===== src/rtl/alu_cmd_sequencer.sv =====
// Queues host ALU commands, fetches operands from a small register file, drives the external ALU, writes back F.
// Latency: command pushed into an idle, empty sequencer -> res_valid high 3 edges later; at most 1 result per 4 cycles.
// Backpressure: res_ready low holds the result in RESP; the command FIFO keeps accepting until full (cmd_ready=0).
module alu_cmd_sequencer #(
  parameter int DATA_W     = 8,
  parameter int NUM_REGS   = 4,
  parameter int REG_AW     = 2,
  parameter int FIFO_DEPTH = 2
) (
  input  logic              clk,
  input  logic              rst_n,
  input  logic              cmd_valid,
  output logic              cmd_ready,
  input  logic [3:0]        cmd_op,
  input  logic [REG_AW-1:0] cmd_rd,
  input  logic [REG_AW-1:0] cmd_ra,
  input  logic [REG_AW-1:0] cmd_rb,
  input  logic              cmd_imm_en,
  input  logic [DATA_W-1:0] cmd_imm,
  output logic [3:0]        alu_instruction,
  output logic [DATA_W-1:0] alu_a,
  output logic [DATA_W-1:0] alu_b,
  input  logic [DATA_W-1:0] alu_f,
  output logic              res_valid,
  input  logic              res_ready,
  output logic [DATA_W-1:0] res_data,
  output logic [REG_AW-1:0] res_rd,
  output logic              busy,
  input  logic [REG_AW-1:0] dbg_addr,
  output logic [DATA_W-1:0] dbg_data,
  output logic [15:0]       ops_done
);

  localparam int PTR_W = (FIFO_DEPTH > 1) ? $clog2(FIFO_DEPTH) : 1;
  localparam int CNT_W = $clog2(FIFO_DEPTH + 1);

  typedef struct packed {
    logic [3:0]        op;
    logic [REG_AW-1:0] rd;
    logic [REG_AW-1:0] ra;
    logic [REG_AW-1:0] rb;
    logic              imm_en;
    logic [DATA_W-1:0] imm;
  } cmd_t;

  typedef enum logic [1:0] {
    S_IDLE    = 2'd0,
    S_ISSUE   = 2'd1,
    S_CAPTURE = 2'd2,
    S_RESP    = 2'd3
  } state_t;

  cmd_t              r_fifo [FIFO_DEPTH];
  logic [PTR_W-1:0]  r_wr_ptr;
  logic [PTR_W-1:0]  r_rd_ptr;
  logic [CNT_W-1:0]  r_count;
  logic [DATA_W-1:0] r_rf [NUM_REGS];
  state_t            r_state;
  state_t            w_state_nxt;
  logic [3:0]        r_alu_op;
  logic [DATA_W-1:0] r_alu_a;
  logic [DATA_W-1:0] r_alu_b;
  logic [REG_AW-1:0] r_cur_rd;
  logic [DATA_W-1:0] r_res_data;
  logic [REG_AW-1:0] r_res_rd;
  logic              r_res_valid;
  logic [15:0]       r_ops_done;

  cmd_t w_cmd_in;
  cmd_t w_head;
  logic w_push;
  logic w_pop;
  logic w_accept;

  assign w_cmd_in = '{op: cmd_op, rd: cmd_rd, ra: cmd_ra, rb: cmd_rb,
                      imm_en: cmd_imm_en, imm: cmd_imm};
  assign w_head   = r_fifo[r_rd_ptr];

  // Full is the only refusal condition; a pop in the same edge cannot help because ready is registered-count based.
  assign cmd_ready = (r_count != CNT_W'(FIFO_DEPTH));
  assign w_push    = cmd_valid && cmd_ready;
  assign w_pop     = (r_state == S_IDLE) && (r_count != '0);
  assign w_accept  = (r_state == S_RESP) && res_ready;

  assign alu_instruction = r_alu_op;
  assign alu_a           = r_alu_a;
  assign alu_b           = r_alu_b;
  assign res_valid       = r_res_valid;
  assign res_data        = r_res_data;
  assign res_rd          = r_res_rd;
  assign ops_done        = r_ops_done;
  assign busy            = (r_state != S_IDLE) || (r_count != '0);
  assign dbg_data        = r_rf[dbg_addr];

  // FIFO payload storage; a write during reset is harmless because pointers and count stay cleared.
  always_ff @(posedge clk) begin
    if (w_push) r_fifo[r_wr_ptr] <= w_cmd_in;
  end

  // FIFO pointers and occupancy.
  always_ff @(posedge clk or negedge rst_n) begin
    if (!rst_n) begin
      r_wr_ptr <= '0;
      r_rd_ptr <= '0;
      r_count  <= '0;
    end else begin
      if (w_push) r_wr_ptr <= r_wr_ptr + PTR_W'(1);
      if (w_pop)  r_rd_ptr <= r_rd_ptr + PTR_W'(1);
      case ({w_push, w_pop})
        2'b10:   r_count <= r_count + CNT_W'(1);
        2'b01:   r_count <= r_count - CNT_W'(1);
        default: r_count <= r_count;
      endcase
    end
  end

  // Sequencer state register.
  always_ff @(posedge clk or negedge rst_n) begin
    if (!rst_n) r_state <= S_IDLE;
    else        r_state <= w_state_nxt;
  end

  // Next-state: one settle cycle for the ALU, one capture cycle, then wait for the consumer.
  always_comb begin
    w_state_nxt = r_state;
    case (r_state)
      S_IDLE:    if (w_pop) w_state_nxt = S_ISSUE;
      S_ISSUE:   w_state_nxt = S_CAPTURE;
      S_CAPTURE: w_state_nxt = S_RESP;
      S_RESP:    if (res_ready) w_state_nxt = S_IDLE;
      default:   w_state_nxt = S_IDLE;
    endcase
  end

  // Operand fetch at pop, result capture, handshake and completion count.
  always_ff @(posedge clk or negedge rst_n) begin
    if (!rst_n) begin
      r_alu_op    <= '0;
      r_alu_a     <= '0;
      r_alu_b     <= '0;
      r_cur_rd    <= '0;
      r_res_data  <= '0;
      r_res_rd    <= '0;
      r_res_valid <= 1'b0;
      r_ops_done  <= '0;
    end else begin
      if (w_pop) begin
        r_alu_op <= w_head.op;
        r_alu_a  <= r_rf[w_head.ra];
        r_alu_b  <= w_head.imm_en ? w_head.imm : r_rf[w_head.rb];
        r_cur_rd <= w_head.rd;
      end
      if (r_state == S_CAPTURE) begin
        r_res_data  <= alu_f;
        r_res_rd    <= r_cur_rd;
        r_res_valid <= 1'b1;
      end
      if (w_accept) begin
        r_res_valid <= 1'b0;
        r_ops_done  <= r_ops_done + 16'd1;
      end
    end
  end

  // Register file writeback lands before the FSM can return to IDLE, so the next pop sees it.
  always_ff @(posedge clk or negedge rst_n) begin
    if (!rst_n) begin
      for (int i = 0; i < NUM_REGS; i++) r_rf[i] <= '0;
    end else if (r_state == S_CAPTURE) begin
      r_rf[r_cur_rd] <= alu_f;
    end
  end

endmodule

===== config.mk =====
export PLATFORM = sky130hd
export DESIGN_NAME = alu_cmd_sequencer
export DESIGN_NICKNAME = d
export VERILOG_FILES = /design/src/rtl/alu_cmd_sequencer.sv
export SDC_FILE = /design/constraint.sdc
export NUM_CORES = 1
export LEC_CHECK = 0
export BUFFER_PORTS_ARGS = -buffer_cell sky130_fd_sc_hd__buf_2
export CAP_MARGIN = 10
export CORE_MARGIN = 3
export CORE_UTILIZATION = 57
export CTS_CLUSTER_DIAMETER = 150
export DETAILED_ROUTE_END_ITERATION = 6
export PLACE_DENSITY_LB_ADDON = 0.25
export SLEW_MARGIN = 20
export SYNTH_ARGS = -nofsm -noshare
export SYNTH_HDL_FRONTEND = slang
export SYNTH_SLANG_ARGS = --single-unit
export TNS_END_PERCENT = 20

===== constraint.sdc =====
create_clock -name clk -period 2.2 [get_ports clk]
set_clock_uncertainty 0.05 [all_clocks]
set_input_delay 0.11 -clock clk [delete_from_list [all_inputs] [get_ports clk]]
set_output_delay 0.11 -clock clk [all_outputs]
set_load 0.005 [all_outputs]

==> results of run 1 <==
layout by cell type, fill, tap and decap left out, types with 14 or more instances in the layout:
| master | instances |
|---|---|
| buf_2 | 88 |
| dfrtp_1 | 87 |
| mux2_2 | 51 |
| nand2_1 | 50 |
| edfxtp_1 | 38 |
| dlygate4sd3_1 | 30 |
| mux2i_1 | 24 |
| nor2b_1 | 17 |
| a21oi_1 | 16 |
| clkbuf_16 | 16 |
| o22ai_1 | 15 |
| buf_4 | 14 |
what timing repair did:
item | 4_1_cts | 5_1_grt
endpoints found under the hold margin | 141 | 0
hold buffers | 30 | 0
resized for setup | 0 | 0
final timing paths:
check,from,to,slack [ns],cells past startpoint
setup reg to reg,r_state[0],r_count[1],0.22,7
min in group clk,cmd_op[0],r_fifo[1][15],0.25,2
setup / recovery,r_state[0],r_count[1],0.22,7
hold / removal,rst_n,r_rf[21],0.18,2
max in group asynchronous,rst_n,ops_done[8],1.29,3
hold reg to reg,ops_done[15],ops_done[15],0.42,1
flip-flops by register name (all words and copies together), names as in the netlist, 4 cells and up:
| signal | count |
|---|---|
| alu_a | 8 |
| alu_instruction | 4 |
| ops_done | 16 |
| r_fifo | 38 |
| res_data | 8 |
| r_rf | 32 |
| alu_b | 8 |
cells in the mapped netlist (7+ instances only):
| master | count | area, um^2 |
|---|---|---|
| dfrtp_1 | 87 | 2180 |
| mux2_2 | 51 | 574 |
| nand2_1 | 50 | 188 |
| edfxtp_1 | 38 | 1140 |
| mux2i_1 | 24 | 240 |
| nor2b_1 | 17 | 106 |
| a21oi_1 | 16 | 80.1 |
| o22ai_1 | 15 | 93.8 |
| xnor2_1 | 12 | 105 |
| nor2_1 | 10 | 37.5 |
| o21ai_0 | 9 | 45.0 |
| clkbuf_1 | 8 | 30.0 |
| mux4_2 | 8 | 180 |
| o221ai_1 | 8 | 70.1 |
| xor2_1 | 8 | 70.1 |
| a221o_1 | 7 | 70.1 |
| nand3_1 | 7 | 35.0 |
| o21ba_2 | 7 | 70.1 |
power breakdown:
group          internal [uW]  switching (uW)
registers               3310             735
clock network           1710             976
logic                   1940            1900
through the flow:
step           cells  utilization (%)  hold slack (ns)
3_5_place_dp     645             66.8            0.208
6_report         707             75.9            0.184
4_1_cts          707             75.9            0.190
5_1_grt          707             75.9            0.246
2_1_floorplan    432                -           -0.236
3_3_place_gp     645             66.8            0.201
routing by layer:
metal	vias up	track usage (%)	wire length (um)
li1	1850	-	-
met1	2075	33.2	5450
met2	218	42.9	6950
met3	37	6.68	1110
met4	0	11.6	308
met5	-	0	0
cell type report:
type                            count  area share, %
Timing Repair Buffer              133           12.0
Inverter                            4          0.208
Multi-Input combinational cell    284           31.7
Clock inverter                     13           2.06
Clock buffer                       19           5.84
Tap cell                          129           2.24
Sequential cell                   125           46.0
cell families after synthesis:
group,Yosys count,share of synthesized area [%]
adder cells (fa/ha/maj),6,1.31
AO/OA/AOI/OAI,66,8.07
buffers and inverters,23,2.08
XOR/XNOR,20,3.06
AND/OR/NAND/NOR,106,9.07
multiplexers,86,18.4
flip-flops,125,58.0
critical path: stages, from the launching register on:
cell and delay, ns:
dfrtp_1 0.38, inv_1 0.12, ha_1 0.20, o21ai_1 0.11
inv_1 0.35, ha_1 0.34, nor2_1 0.16, xor2_1 0.18
==> impl_metrics.csv, run 1 <==
group,metric,value,unit
cells_and_area,seqCellArea,3320,um^2
logic_synthesis,synth_nets,471,
logic_synthesis,ys_seq_area_share,58.0,%
placed_design,dp_slack,0.243,ns
placed_design,io_buffers,89,
global_route,grt_max_degree,64,
timing,slew_headroom,44.5,%
route,remaining_drc_errors,0,
global_route,antenna_found_initial,0,
placed_design,gp_congestion,0.879,
logic_synthesis,ys_async_sr_fraction,69.6,%
worst_setup_path,cp-start-kind,"register",
clock_tree,clockBufferDepth,2,
timing,post-route-period-util,89.9,%
cells_and_area,area_growth,26.1,%
timing,finalSetupViolCount,0,
worst_setup_path,arrival,2.37,ns
floorplanning,start_util,60.2,%
global_route,grt_overflow_total,0,
clock_tree,htreeDepth,4,
clock_tree,cts_buffers,17,
global_route,grt_usage,26.2,%
cells_and_area,antenna_cells,0,
logic_synthesis,synth.ff_latch_count,125,
clock_tree,path_clk_slew,0.06,ns
route,drt_wl_total,13800,um
worst_setup_path,crit_type,"reg -> reg",
timing,setup_ws,0.222,ns
worst_setup_path,worstPathMaxFanout,13,
pwr,ir_drop,1190,uV
cells_and_area,final_nets,604,
cells_and_area,finish.instance_area,7220,um^2
floorplanning,die_h,106,um
timing,finalHoldViolCount,0,
cells_and_area,drive_above_1_share,35.3,%
clock_tree,cts_tree,"done",
cells_and_area,n_fill_cell,642,
timing,rsz0062_at_grt,"no",
timing,finalCriticalPeriod,1.98,ns
pwr,cellLeakagePower,0.00313,uW
global_route,grt_pass1_wl,22500,um
logic_synthesis,synth_edf_count,38,
placed_design,dpl.hpwl,8930,um
clock_tree,postCtsSetupRepairBufs,0,
route,first_pass_iters,5,
pwr,power,10600,uW
clock_tree,insertion_delay,0.52,ns
logic_synthesis,synth_area,5720,um^2
route,num_vias,4180,
global_route,grt_pass1_vias,4260,
floorplanning,row_count,35,
clock_tree,cts.sinks,125,
route,ant_nets,0,
route,drtIter0Drc,368,
outcome,status,"completed",
floorplanning,die_w,106,um
pwr,p_per_area,1460,nW/um^2
route,routedWlPerCell,19.6,um
logic_synthesis,netlist-cell-type-count,42,
floorplanning,ios,90,
flow_run,drv_cap,0,
timing,slew_violations,0,
worst_hold_path,holdCritPathClass,"in -> async",
timing,tns,0,ns
logic_synthesis,yosys_warnings,0,
placed_design,dpl-instance-area,6350,um^2
route,viasPerCell,5.91,
timing,fmax,506,MHz
timing,tightest_slew,0.833,ns
worst_setup_path,endpoint_kind,"register",
logic_synthesis,ys.flop_type,"dfrtp_1",
logic_synthesis,syn_area_per_cell,13.2,um^2
floorplanning,dieArea,11300,um^2
worst_setup_path,cp.required,2.59,ns
clock_tree,cts_root_buffer,"clkbuf_8",
cells_and_area,multi_input_area,2290,um^2
logic_synthesis,synthCells,432,
floorplanning,design.core.area,9500,um^2
No activity file was read; power rests on OpenSTA's default activity.
==> run 2, diff against run 1 <==
Settings changed: ABC_AREA set to 1.
==> run 2 against run 1 <==
Total power shrank 1.6%. Synthesized area is 1.8% higher. Highest routed layer unchanged. Design area fell by 0.50%. Critical endpoint unchanged. Worst setup slack improved by 0.092 ns.
==> impl_metrics.csv, run 2 <==
group,metric,value,unit
global_route,grt_usage,26.9,%
clock_tree,insertion_delay,0.52,ns
cells_and_area,drive_above_1_share,19.3,%
cells_and_area,area_growth,23.2,%
timing,post-route-period-util,85.7,%
logic_synthesis,synth.most_common_cell,"nand2_1",
route,drt_wl_total,14600,um
global_route,antenna_found_initial,0,
worst_setup_path,reg2reg_depth,6,
global_route,grt_overflow_total,0,
floorplanning,design.core.area,9860,um^2
placed_design,gp_congestion,0.985,
logic_synthesis,synthCells,645,
worst_setup_path,worstPathMaxFanout,18,
floorplanning,die_h,107,um
worst_hold_path,holdCritPathClass,"in -> async",
clock_tree,clockBufferDepth,2,
timing,finalCriticalPeriod,1.89,ns
worst_setup_path,arrival,2.24,ns
logic_synthesis,synth_area_leaders,"dfrtp_1, edfxtp_1, nand2_1, o21ai_0, nand3_1",
clock_tree,postCtsSetupRepairBufs,0,
logic_synthesis,yosys_warnings,0,
logic_synthesis,synth_commonest_cells,"nand2_1, dfrtp_1, o21ai_0, inv_1, nand3_1",
route,routedWlPerCell,16.0,um
logic_synthesis,syn_area_per_cell,9.04,um^2
cells_and_area,final_nets,803,
global_route,grt_pass1_wl,23600,um
timing,holdWs,0.0646,ns
floorplanning,start_util,59.1,%
clock_tree,cts_root_buffer,"clkbuf_8",
route,first_pass_iters,5,
worst_setup_path,cp-start-kind,"register",
cells_and_area,largest_register,"r_fifo",
clock_tree,htreeDepth,4,
route,drtIter0Drc,364,
timing,rsz0062_at_grt,"no",
logic_synthesis,netlist-cell-type-count,29,
global_route,grt_max_degree,50,
clock_tree,cts.sinks,125,
outcome,status,"completed",
timing,slew_violations,0,
clock_tree,cts_tree,"done",
logic_synthesis,ys_async_sr_fraction,69.6,%
route,num_vias,4941,
clock_tree,path_clk_slew,0.06,ns
route,remaining_drc_errors,0,
timing,finalSetupViolCount,0,
logic_synthesis,synth_top_area_share,37.4,%
floorplanning,row_count,36,
global_route,grt_pass1_vias,4833,
worst_setup_path,endpoint_kind,"register",
pwr,cellLeakagePower,0.00339,uW
logic_synthesis,synth_edf_count,38,
clock_tree,cts_buffers,17,
logic_synthesis,synth_top_area_cell,"dfrtp_1",
timing,finalHoldViolCount,0,
cells_and_area,n_fill_cell,723,
logic_synthesis,ys.flop_type,"dfrtp_1",
placed_design,dpl.hpwl,9540,um
logic_synthesis,synth.ff_latch_count,125,
logic_synthesis,synth_area,5830,um^2
worst_setup_path,cp.required,2.55,ns
timing,slew_headroom,58.9,%
worst_setup_path,crit_type,"reg -> reg",
flow_run,drv_cap,0,
logic_synthesis,synth_nets,684,
cells_and_area,largest_reg_flops,38,
floorplanning,die_w,107,um
timing,tns,0,ns
logic_synthesis,ys_seq_area_share,56.9,%
route,viasPerCell,5.43,
pwr,ir_drop,779,uV
floorplanning,ios,90,
cells_and_area,layout_common_cells,"nand2_1, buf_2, dfrtp_1",
cells_and_area,layout_commonest_cell,"nand2_1",
placed_design,io_buffers,89,
timing,tightest_slew,0.615,ns
route,ant_nets,0,
timing,fmax,530,MHz
cells_and_area,antenna_cells,0,
pwr,p_per_area,1450,nW/um^2
floorplanning,dieArea,11500,um^2
==> run 2: where the power goes <==
group / switching, uW / leakage [uW] / internal [uW] / total, uW
Sequential: 847 / 0.00141 / 3310 / 4160
Clock: 1050 / 0.000253 / 1490 / 2540
Combinational: 2280 / 0.00173 / 1410 / 3700
==> run 2: metal layers <==
layer	up-vias	track usage [%]	wire [um]
li1	2370	-	-
met1	2330	33.2	5910
met2	197	45.0	7280
met3	44	6.02	942
met4	0	12.2	447
met5	-	0	0
==> run 2: metrics by stage <==
step           total power (uW)  setup slack (ns)  instance area (um^2)  utilization, %  instances
6_report                  10400             0.314                  7180            72.8        910
5_1_grt                   11100             0.143                  7180            72.8        910
4_1_cts                   10400             0.302                  7180            72.8        910
3_5_place_dp               7760             0.313                  6340            64.3        848
3_3_place_gp               7620             0.390                  6340            64.3        848
2_1_floorplan              6540             0.203                  5830               -        645
==> run 2: cells by family after synthesis <==
logic type / share of synthesized area [%]
adder cells (fa/ha/maj): 1.29
flip-flops: 56.9
XOR/XNOR: 1.80
AO/OA/AOI/OAI: 12.0
AND/OR/NAND/NOR: 21.4
buffers and inverters: 6.55
==> run 2: what timing repair did <==
action	4_1_cts	5_1_grt
hold buffers	30	0
endpoints found under the hold margin	172	0
resized for setup	0	0
==> run 2: critical path: stages (launching register included) <==
cell and delay [ns]:
dfrtp_1 0.45, o21ai_4 0.47, inv_2 0.08, ha_1 0.32, a21oi_1 0.12, o21ai_0 0.11
xor2_1 0.16
==> run 2: path summary, 6_finish.rpt <==
kind                       slack [ns]       endpoint        from
setup / recovery                 0.31     r_count[1]  r_count[0]
hold / removal                   0.06       alu_a[5]       rst_n
setup reg to reg                 0.31     r_count[1]  r_count[0]
hold reg to reg                  0.43       alu_a[4]    alu_a[4]
max in group asynchronous        1.40       alu_b[0]       rst_n
min in group clk                 0.26  r_fifo[0][16]   cmd_op[1]
==> run 2: cell type report <==
type | instances | area, um^2 | share of cell area, %
clock inverters | 14 | 123 | 1.71
well taps | 133 | 166 | 2.32
inverters | 61 | 229 | 3.19
multi-input cells | 435 | 2130 | 29.6
repair buffers | 124 | 798 | 11.1
clock buffers | 18 | 418 | 5.82
flip-flops and latches | 125 | 3320 | 46.2
==> run 3, diff against run 2 <==
Settings changed: CORE_UTILIZATION 57 to 44.
==> run 3 against run 2 <==
Combinational power barely moved. Critical path depth did not move. Global-route usage fell by 5.7 points. Total power rose by 1.2%. Non-clock buffer count fell by 1. Highest routed layer unchanged. Critical endpoint unchanged. Die area rose by 28%. Via count fell by 4.0%. Clock-buffer cell count rose by 9. Fmax fell by 0.13%. Cell count rose by 4.2%.
==> impl_metrics.csv, run 3 (synthesis results as in run 2) <==
group,metric,value,unit
outcome,status,"completed",
flow_run,drv_cap,0,
worst_setup_path,slowest_delay,0.48,ns
cells_and_area,antenna_cells,0,
cells_and_area,largest_reg_flops,38,
pwr,p_int,6470,uW
clock_tree,htreeDepth,4,
floorplanning,die_w,121,um
global_route,grt_pass1_wl,23800,um
timing,finalCriticalPeriod,1.89,ns
route,routedWlPerCell,15.4,um
cells_and_area,final_util,56.8,%
cells_and_area,n_fill_cell,1144,
global_route,grt_overflow_total,0,
clock_tree,cts_buffers,17,
timing,tns,0,ns
timing,finalSetupViolCount,0,
pwr,power_frac_clock,25.3,%
worst_setup_path,worstPathMaxFanout,18,
clock_tree,insertion_delay,0.41,ns
cells_and_area,drive_above_1_share,19.1,%
worst_setup_path,endpoint_kind,"register",
clock_tree,cts.repair.resized,0,
cells_and_area,area_growth,24.5,%
placed_design,io_buffers,89,
global_route,grt_usage,21.2,%
floorplanning,design.core.area,12800,um^2
pwr,seqPwrFrac,39.3,%
worst_setup_path,arrival,2.11,ns
route,ant_nets,0,
cells_and_area,largest_register,"r_fifo",
pwr,ir_drop,532,uV
timing,fmax,530,MHz
worst_setup_path,cp_slowest_cell,"o21ai_4",
route,num_vias,4741,
worst_setup_path,cp.required,2.43,ns
clock_tree,cts.sinks,125,
clock_tree,cts_root_buffer,"clkbuf_16",
worst_hold_path,holdCritPathClass,"in -> reg",
global_route,grt_max_degree,51,
timing,tightest_slew,0.591,ns
pwr,cellLeakagePower,0.00342,uW
clock_tree,clockBufferDepth,2,
floorplanning,start_util,45.6,%
placed_design,gp_congestion,0.951,
pwr,sw_frac_of_total,38.5,%
route,remaining_drc_errors,0,
worst_setup_path,crit_type,"reg -> reg",
global_route,antenna_found_initial,0,
cells_and_area,layout_common_cells,"nand2_1, buf_2, dfrtp_1",
route,drt_wl_total,14600,um
timing,holdWs,0.0169,ns
route,viasPerCell,5.00,
route,first_pass_iters,4,
route,drtIter0Drc,280,
placed_design,dpl.hpwl,10300,um
timing,finalHoldViolCount,0,
global_route,grt_pass1_vias,4614,
timing,post-route-period-util,85.8,%
pwr,combinationalPowerShare,35.4,%
floorplanning,row_count,41,
timing,slew_headroom,60.6,%
timing,slew_violations,0,
pwr,p_per_area,1450,nW/um^2
clock_tree,cts_tree,"done",
clock_tree,path_clk_slew,0.05,ns
timing,rsz0062_at_grt,"no",
floorplanning,ios,90,
floorplanning,die_h,121,um
cells_and_area,layout_commonest_cell,"nand2_1",
floorplanning,dieArea,14700,um^2
pwr,p_sw,4050,uW
worst_setup_path,cp_cell_sequence,"o21ai_4 > inv_2 > ha_1 > a21oi_1 > o21ai_0 > xor2_1",
cells_and_area,final_nets,802,
worst_setup_path,cp-start-kind,"register",
==> run 3: final timing paths <==
kind,start,to,slack (ns),cells past startpoint
min reg2reg,alu_a[3],alu_a[3],0.43,2
min in group asynchronous,rst_n,r_rf[4],0.17,2
max in group asynchronous,rst_n,alu_b[5],1.29,3
max,r_count[0],r_count[1],0.31,6
max reg2reg,r_count[0],r_count[1],0.31,6
min,alu_f[4],r_rf[20],0.02,3
==> run 3: critical path: cells and delay by family (launching register included) <==
| family | cells | cell delay (ns) |
|---|---|---|
| DFF | 1 | 0.45 |
| xor gates and xnor gates | 1 | 0.16 |
| buffers and inverters | 1 | 0.08 |
| AOI/OAI and AO/OA | 3 | 0.70 |
| adders and majority gates | 1 | 0.32 |
==> run 3: power by group through the flow <==
stage	sequential [uW]	combinational [uW]	clock, uW
after global placement	4120	3600	0
after CTS	4130	3760	2700
after global routing	4240	4290	2830
final	4140	3720	2660
after floorplan	3870	2670	0
after detailed placement	4150	3690	0
==> run 3: cell type report <==
| type | instances | area, um^2 | share of cell area [%] |
|---|---|---|---|
| multi-input cells | 435 | 2130 | 29.4 |
| clock buffers | 27 | 524 | 7.22 |
| clock inverters | 5 | 53.8 | 0.741 |
| flip-flops and latches | 125 | 3320 | 45.7 |
| well taps | 172 | 215 | 2.97 |
| inverters | 61 | 229 | 3.16 |
| repair buffers | 123 | 786 | 10.8 |
==> run 3: repair_timing <==
| item | 4_1_cts | 5_1_grt |
|---|---|---|
| endpoints found under the hold margin | 100 | 0 |
| setup buffers | 0 | 0 |
| hold buffers | 28 | 0 |
==> run 3: stage by stage <==
step	power (uW)	setup WS [ns]	cell area, um^2	instances
after global routing	11400	0.147	7260	948
after detailed placement	7850	0.310	6400	888
final	10500	0.312	7260	948
after CTS	10600	0.295	7260	948
after floorplan	6540	0.203	5830	645
after global placement	7720	0.367	6400	888
==> run 3: metal layers <==
layer,track usage [%],routed length [um]
met1,27.4,6550
met2,35.5,7270
met3,5.17,650
met4,6.09,154
met5,0,0
